$ cat config.mk
export PLATFORM = sky130hd
export DESIGN_NAME = instr_fetch
export DESIGN_NICKNAME = d
export VERILOG_FILES = /design/src/rtl/instr_fetch.sv
export SDC_FILE = /design/constraint.sdc
export NUM_CORES = 1
export LEC_CHECK = 0
export BUFFER_PORTS_ARGS = -buffer_cell sky130_fd_sc_hd__buf_2
export CAP_MARGIN = 25
export CORE_MARGIN = 1.5
export CORE_UTILIZATION = 50
export DETAILED_ROUTE_END_ITERATION = 8
export PLACE_DENSITY = 0.73
export SLEW_MARGIN = 30
export SYNTH_ARGS = -nofsm -noshare
export SYNTH_HDL_FRONTEND = slang
export SYNTH_SLANG_ARGS = --single-unit
$ cat constraint.sdc
create_clock -name clk -period 7.39 [get_ports clk]
set_input_delay 0.3695 -clock clk [delete_from_list [all_inputs] [get_ports clk]]
set_output_delay 0.3695 -clock clk [all_outputs]
set_load 0.1 [all_outputs]
$ cat src/rtl/instr_fetch.sv
// Instruction fetch unit: holds the PC, issues single-outstanding word reads to
// instruction memory and buffers returned words with their PC for the decoder.
module instr_fetch #(
  parameter int              ARCH       = 32,
  parameter logic [ARCH-1:0] RESET_ADDR = '0,
  parameter int              FIFO_DEPTH = 2
) (
  input  logic            clk,
  input  logic            rst_n,
  output logic            imem_req_out,
  output logic [ARCH-1:0] imem_addr_out,
  input  logic            imem_gnt_in,
  input  logic            imem_rvalid_in,
  input  logic [ARCH-1:0] imem_rdata_in,
  input  logic            redirect_in,
  input  logic [ARCH-1:0] redirect_addr_in,
  output logic            instr_valid_out,
  input  logic            instr_ready_in,
  output logic [ARCH-1:0] instr_out,
  output logic [ARCH-1:0] pc_out,
  output logic [1:0]      fsm_state
);

  localparam int PTR_W = (FIFO_DEPTH > 1) ? $clog2(FIFO_DEPTH) : 1;
  localparam int CNT_W = $clog2(FIFO_DEPTH + 1);
  localparam logic [CNT_W-1:0] DEPTH_C = CNT_W'(FIFO_DEPTH);

  typedef enum logic [1:0] {
    IDLE    = 2'd0,
    REQ     = 2'd1,
    WAIT    = 2'd2,
    DISCARD = 2'd3
  } state_t;

  state_t            state, state_nxt;
  logic [ARCH-1:0]   pc, pc_nxt, req_pc;
  logic [ARCH-1:0]   buf_pc    [FIFO_DEPTH];
  logic [ARCH-1:0]   buf_instr [FIFO_DEPTH];
  logic [PTR_W-1:0]  wr_ptr, rd_ptr;
  logic [CNT_W-1:0]  count;
  logic [CNT_W:0]    occupancy;
  logic              outstanding, gated, grant, push, pop;

  // Buffer space is reserved for the in-flight fetch, so overflow cannot happen.
  assign outstanding = (state == WAIT) || (state == DISCARD);
  assign occupancy   = {1'b0, count} + {{CNT_W{1'b0}}, outstanding};
  assign gated       = occupancy >= {1'b0, DEPTH_C};

  assign imem_req_out  = (state == REQ) && !gated;
  assign imem_addr_out = pc;
  assign grant         = imem_req_out && imem_gnt_in;
  assign push          = (state == WAIT) && imem_rvalid_in && !redirect_in;
  assign pop           = instr_valid_out && instr_ready_in;
  assign fsm_state     = state;

  always_comb begin
    state_nxt = state;
    pc_nxt    = pc;
    case (state)
      IDLE:    state_nxt = REQ;
      REQ: begin
        if (grant) begin
          state_nxt = WAIT;
          pc_nxt    = pc + ARCH'(4);
        end
      end
      WAIT:    if (imem_rvalid_in) state_nxt = REQ;
      DISCARD: if (imem_rvalid_in) state_nxt = REQ;
      default: state_nxt = IDLE;
    endcase
    // Redirect wins: a fetch granted or still in flight now belongs to the old stream.
    if (redirect_in) begin
      pc_nxt = redirect_addr_in & ~ARCH'(3);
      case (state)
        REQ:     if (grant) state_nxt = DISCARD;
        WAIT:    state_nxt = imem_rvalid_in ? REQ : DISCARD;
        default: ;
      endcase
    end
  end

  always_ff @(posedge clk or negedge rst_n) begin
    if (!rst_n) begin
      state  <= IDLE;
      pc     <= RESET_ADDR;
      req_pc <= '0;
    end else begin
      state <= state_nxt;
      pc    <= pc_nxt;
      if (grant) req_pc <= pc;
    end
  end

  always_ff @(posedge clk or negedge rst_n) begin
    if (!rst_n) begin
      wr_ptr <= '0;
      rd_ptr <= '0;
      count  <= '0;
    end else if (redirect_in) begin
      wr_ptr <= '0;
      rd_ptr <= '0;
      count  <= '0;
    end else begin
      if (push) wr_ptr <= wr_ptr + PTR_W'(1);
      if (pop)  rd_ptr <= rd_ptr + PTR_W'(1);
      case ({push, pop})
        2'b10:   count <= count + CNT_W'(1);
        2'b01:   count <= count - CNT_W'(1);
        default: count <= count;
      endcase
    end
  end

  always_ff @(posedge clk) begin
    if (push) begin
      buf_pc[wr_ptr]    <= req_pc;
      buf_instr[wr_ptr] <= imem_rdata_in;
    end
  end

  assign instr_valid_out = (count != '0);
  assign instr_out       = instr_valid_out ? buf_instr[rd_ptr] : '0;
  assign pc_out          = instr_valid_out ? buf_pc[rd_ptr]    : '0;

  rvalid_only_when_outstanding: assert property (
    @(posedge clk) disable iff (!rst_n) imem_rvalid_in |-> outstanding);

endmodule

Word-level counts from Yosys, hierarchy flattened
Memories as Yosys holds them, arrays and structs flattened.
Cells that the tools add are included.
{"block": "totals", "ff_bits": 70, "latchBits": 0, "ram_bits": 128, "rom_bits": 0, "inputBits": 70, "out_inout_bits": 100, "elab_cells": 57, "n_memories": 2}
{"memory": "buf_instr", "depth": 2, "word_bits": 32, "rd": 1, "rd_ports_with_merged_regs": 0, "wr": 1, "line_no": "38", "rtl": "logic [ARCH-1:0] buf_instr [FIFO_DEPTH];"}
{"memory": "buf_pc", "depth": 2, "word_bits": 32, "rd": 1, "rd_ports_with_merged_regs": 0, "wr": 1, "line_no": "37", "rtl": "logic [ARCH-1:0] buf_pc [FIFO_DEPTH];"}
{"block": "op_classes", "add_sub_neg": 6, "n_mul": 0, "n_div": 0, "order_cmp": 1, "eq_ne": 5, "shift": 0, "mux": 20, "bitwise_logic": 0, "n_reduce_logical": 17}
{"cell": "32-bit two-way mux", "count": 5}
{"cell": "32-bit by 3-bit adder with 32-bit output (second input constant)", "count": 1}
{"cell": "2-bit two-way mux", "count": 6}
{"cell": "2-bit nonzero test", "count": 5}
{"cell": "2-bit case mux with 2 select lines", "count": 2}
{"cell": "2-bit equality test (second input constant)", "count": 3}
{"cell": "1-bit two-way mux", "count": 6}
{"cell": "2-bit case mux with 3 select lines", "count": 1}
{"cell": "1-bit logical AND", "count": 5}
{"cell": "2-bit by 1-bit equality test with 1-bit output (second input constant)", "count": 2}
{"cell": "2-bit by 1-bit adder with 3-bit output", "count": 1}
{"cell": "3-bit by 2-bit >= comparator with 1-bit output (second input constant)", "count": 1}
{"cell": "3-bit nonzero test", "count": 1}
{"cell": "1-bit adder (second input constant)", "count": 2}
{"cell": "2-bit by 1-bit adder with 2-bit output (second input constant)", "count": 1}
{"cell": "1-bit logical NOT", "count": 2}
{"cell": "2-bit logical NOT", "count": 1}
{"cell": "2-bit AND reduction", "count": 1}
{"cell": "2-bit OR reduction", "count": 1}
{"cell": "2-bit by 1-bit subtractor with 2-bit output (second input constant)", "count": 1}
{"cell": "1-bit logical OR", "count": 1}

Depth between registers and ports, before layout
{"block": "logic_depth", "ltp_word": 12, "depth_mapped": 9, "ltp_nobuf": 7}

Worst setup path before layout
No wires, ideal clock.
{"block": "synth_timing", "path_type": "reg2reg", "from": "register state[1] (netlist: fsm_state[1])", "to": "memory buf_instr[1][0], enable pin", "setup_ns": 0.571, "arrival_ns": 6.069, "required_time_ns": 6.819, "setup_slack_ns": 0.749, "path_stages_with_launch": 4, "path_buffers": 0, "period_less_slack_ns": 6.641, "cell_sequence": "dfrtp_1 -> ha_1 -> nand2_1 -> nor3b_1"}
{"block": "synth_via", "elab_chain_cells": 5}
{"element": "start: declaration", "line_no": "35", "rtl": "state_t state, state_nxt;"}
{"element": "start signal: assignment", "line_no": "88", "rtl": "state <= state_nxt;"}
{"element": "2-bit equality test", "line_no": "52", "rtl": "assign push = (state == WAIT) && imem_rvalid_in && !redirect_in;"}
{"element": "1-bit logical AND (2 in a row)", "line_no": "52"}
{"element": "1-bit two-way mux", "line_no": "115", "rtl": "if (push) begin"}
{"element": "1-bit two-way mux (not written as such)", "line_no": "117", "rtl": "buf_instr[wr_ptr] <= imem_rdata_in;"}
{"element": "end: declaration", "line_no": "38"}
No other way between the ends.

Final worst setup path
{"block": "layout_timing", "from": "register rd_ptr", "to": "output pc_out[18]"}
{"block": "layout_via", "elab_chain_cells": 2}
{"element": "start: declaration", "line_no": "39", "rtl": "logic [PTR_W-1:0] wr_ptr, rd_ptr;"}
{"element": "start signal: assignment", "line_no": "105", "rtl": "if (pop) rd_ptr <= rd_ptr + PTR_W'(1);"}
{"element": "memory 2 x 32 bit"}
{"element": "32-bit two-way mux", "line_no": "123", "rtl": "assign pc_out = instr_valid_out ? buf_pc[rd_ptr] : '0;"}
{"element": "end: declaration", "line_no": "20", "rtl": "output logic [ARCH-1:0] pc_out,"}
No other way between the ends.

==> impl_metrics.json <==
{
  "grt_max_degree": 67,
  "end_kind": "output pin",
  "finalWirelength_um": 16030,
  "final_max_slew_viol_count": 0,
  "synth_common_cells": "nand2_1 (129), edfxtp_1 (124), nor2_1 (71)",
  "clock-sinks": 190,
  "r2r_slack_ps": 4970,
  "drc": 0,
  "netlist_instances": 627,
  "yosysTopAreaCell": "edfxtp_1",
  "synth_flop_cell": "edfxtp_1",
  "synth_edf_count": 124,
  "wl_per_cell_um": 15.87,
  "tns_ps": 0,
  "cp.arrival_ps": 2210,
  "dp.final_hpwl_um": 10230,
  "via_count": 5157,
  "critical_path_class": "reg -> out",
  "fin_area_um2": 9573,
  "critPathLaunchType": "register",
  "fillers": 1227,
  "htreeDepth": 4,
  "p_leak_nw": 3.931,
  "synth_area_per_cell_um2": 12.57,
  "required_ps": 7020,
  "period_needed_ps": 2579,
  "ir_drop_uv": 404.8,
  "antenna_cells": 0,
  "period_share_pct": 34.90,
  "status": "finished clean",
  "rsz0062_at_grt": "no",
  "netlist_top_cells_area": "edfxtp_1 (47%), dfrtp_1 (21%), mux2i_1 (8.0%), nand2_1 (6.1%), nor2_1 (3.4%)",
  "finalNetCount": 861,
  "grt_overflow_total": 0,
  "syn_area_um2": 7881,
  "io_buffer_count": 163,
  "rows": 45,
  "async_flop_share_pct": 34.74,
  "hp-class": "in -> async",
  "worstMarginPinSlew_ps": 861.5,
  "p_total_mw": 3.093,
  "skew_ps": 9.785,
  "final_hold_viol_count": 0,
  "area_delta_synth_final_pct": 21.46,
  "cap_violations": 0,
  "dp_cells": 978,
  "pin_count": 170,
  "die_area_um2": 16530,
  "start_util_pct": 51.46,
  "drive_gt1_share_pct": 26.53,
  "avgViaCountPerCell": 5.106,
  "grt_usage_pct": 20.31,
  "path_clk_slew_ps": 70,
  "core_um2": 15310,
  "synth-seq-area-share_pct": 68.20,
  "clock_latency_ps": 430,
  "cts_tree": "yes",
  "relSlewSlack_pct": 42.56,
  "ys_ff_latch": 190,
  "initialDrtViolationCount": 378,
  "drtPass1Iterations": 5,
  "netlist-cell-type-count": 34,
  "routabilityCongestion": 0.8663,
  "die-width_um": 128.6,
  "yosysMostFrequentCell": "nand2_1",
  "ys_warn_count": 0,
  "antenna_found_initial": 0,
  "place_area_um2": 8912,
  "antenna_left": 0,
  "synth_top_area_share_pct": 47.25,
  "setup_viol": 0,
  "cts_buffer_depth": 2,
  "power.density_nw_per_um2": 323.1,
  "cts_setup_buffers": 0,
  "cts_hold_buffers": 0,
  "dieHeight_um": 128.6,
  "final_util_pct": 62.51,
  "final_cells": 1010,
  "worstPathMaxFanout": 38,
  "cts-buffers-inserted": 17,
  "cts_resized": 0,
  "root_buffer": "clkbuf_16",
  "grt_pass1_wl_um": 25610,
  "grt_pass1_vias": 5121,
  "fmax_mhz": 387.7
}
==> registers in the layout, indices dropped and copies added, names as in the netlist <==
signal and count:
buf_instr 64, buf_pc 60, imem_addr_out 30, req_pc 30, count 2, fsm_state 2, rd_ptr 1, wr_ptr 1
==> kinds of logic (layout without fill, tap and decap cells) <==
kind of cell	count (synthesis)	after routing	synth area share, %
AOI/OAI and AO/OA	39	39	2.588
buffers and inverters	40	209	2.318
adders and majority gates	5	5	0.7938
muxes	66	66	8.430
other	1	4	0.04758
DFF	190	190	68.20
xor gates and xnor gates	32	32	3.556
and+or+nand+nor	254	254	14.07
==> routing by layer <==
metal / routed length [um] / up-vias / global-route usage, % / part of all wire [%]
met3: 1038 / 14 / 5.447 / 6.5
met4: 154 / 0 / 6.279 / 0.96
met1: 7258 / 2460 / 27.81 / 45
li1: - / 2495 / - / -
met2: 7577 / 188 / 32.13 / 47
met5: 0 / - / 0 / 0
==> final cells by class <==
type | instances | area, um^2 | area share [%]
Multi-Input combinational cell | 400 | 2364 | 24.69
Timing Repair Buffer | 170 | 888.4 | 9.280
Inverter | 7 | 26.28 | 0.2745
Clock buffer | 22 | 508.0 | 5.306
Tap cell | 211 | 264.0 | 2.758
Sequential cell | 190 | 5379 | 56.19
Clock inverter | 10 | 143.9 | 1.503
==> stage by stage <==
| step | setup slack, ps | hold WS (ps) |
|---|---|---|
| after floorplan | 749.4 | 73.91 |
| after global placement | 5039 | 451.9 |
| after detailed placement | 4981 | 454.2 |
| after CTS | 4750 | 115.7 |
| after global routing | 4666 | 112.4 |
| final | 4811 | 130.2 |
==> cell usage in the layout (no fill, tap or decap), types with 6 or more instances in the layout <==
cell type / instances
clkbuf_16: 20
xor2_1: 23
inv_1: 7
nor2_1: 69
mux2i_1: 63
o21ai_0: 20
nor3_1: 8
buf_4: 6
buf_2: 163
nand2_1: 129
xnor2_1: 9
o21ai_1: 10
edfxtp_1: 124
dfrtp_1: 65
nand3_1: 16
nand4_1: 12
==> critical path, cell delays in order (launching register included) <==
cell and delay (ps):
dfrtp_4 740, buf_16 330, mux2i_1 120, nor2_1 130
buf_2 450
==> final timing paths <==
check | startpoint | to | cells after the start
min in group clk | imem_rdata_in[8] | buf_instr[0][8]$_DFFE_PP_ | 1
worst min-delay path | rst_n | imem_addr_out[18]$_DFFE_PN0P_ | 2
worst max register to register | fsm_state[0]$_DFF_PN0_ | imem_addr_out[21]$_DFFE_PN0P_ | 7
max in group asynchronous | rst_n | rd_ptr$_DFFE_PN0P_ | 2
worst max-delay path | rd_ptr$_DFFE_PN0P_ | pc_out[18] | 4
worst min register to register | req_pc[6]$_DFFE_PN0P_ | buf_pc[1][6]$_DFFE_PP_ | 0
==> power breakdown <==
| group | switching [mW] | internal, mW | leakage, nW |
|---|---|---|---|
| registers | 0.113 | 1.31 | 1.94 |
| logic | 0.545 | 0.150 | 1.68 |
| clock network | 0.380 | 0.596 | 0.311 |
| total | 1.04 | 2.06 | 3.93 |
No activity file was read; power rests on OpenSTA's default activity.
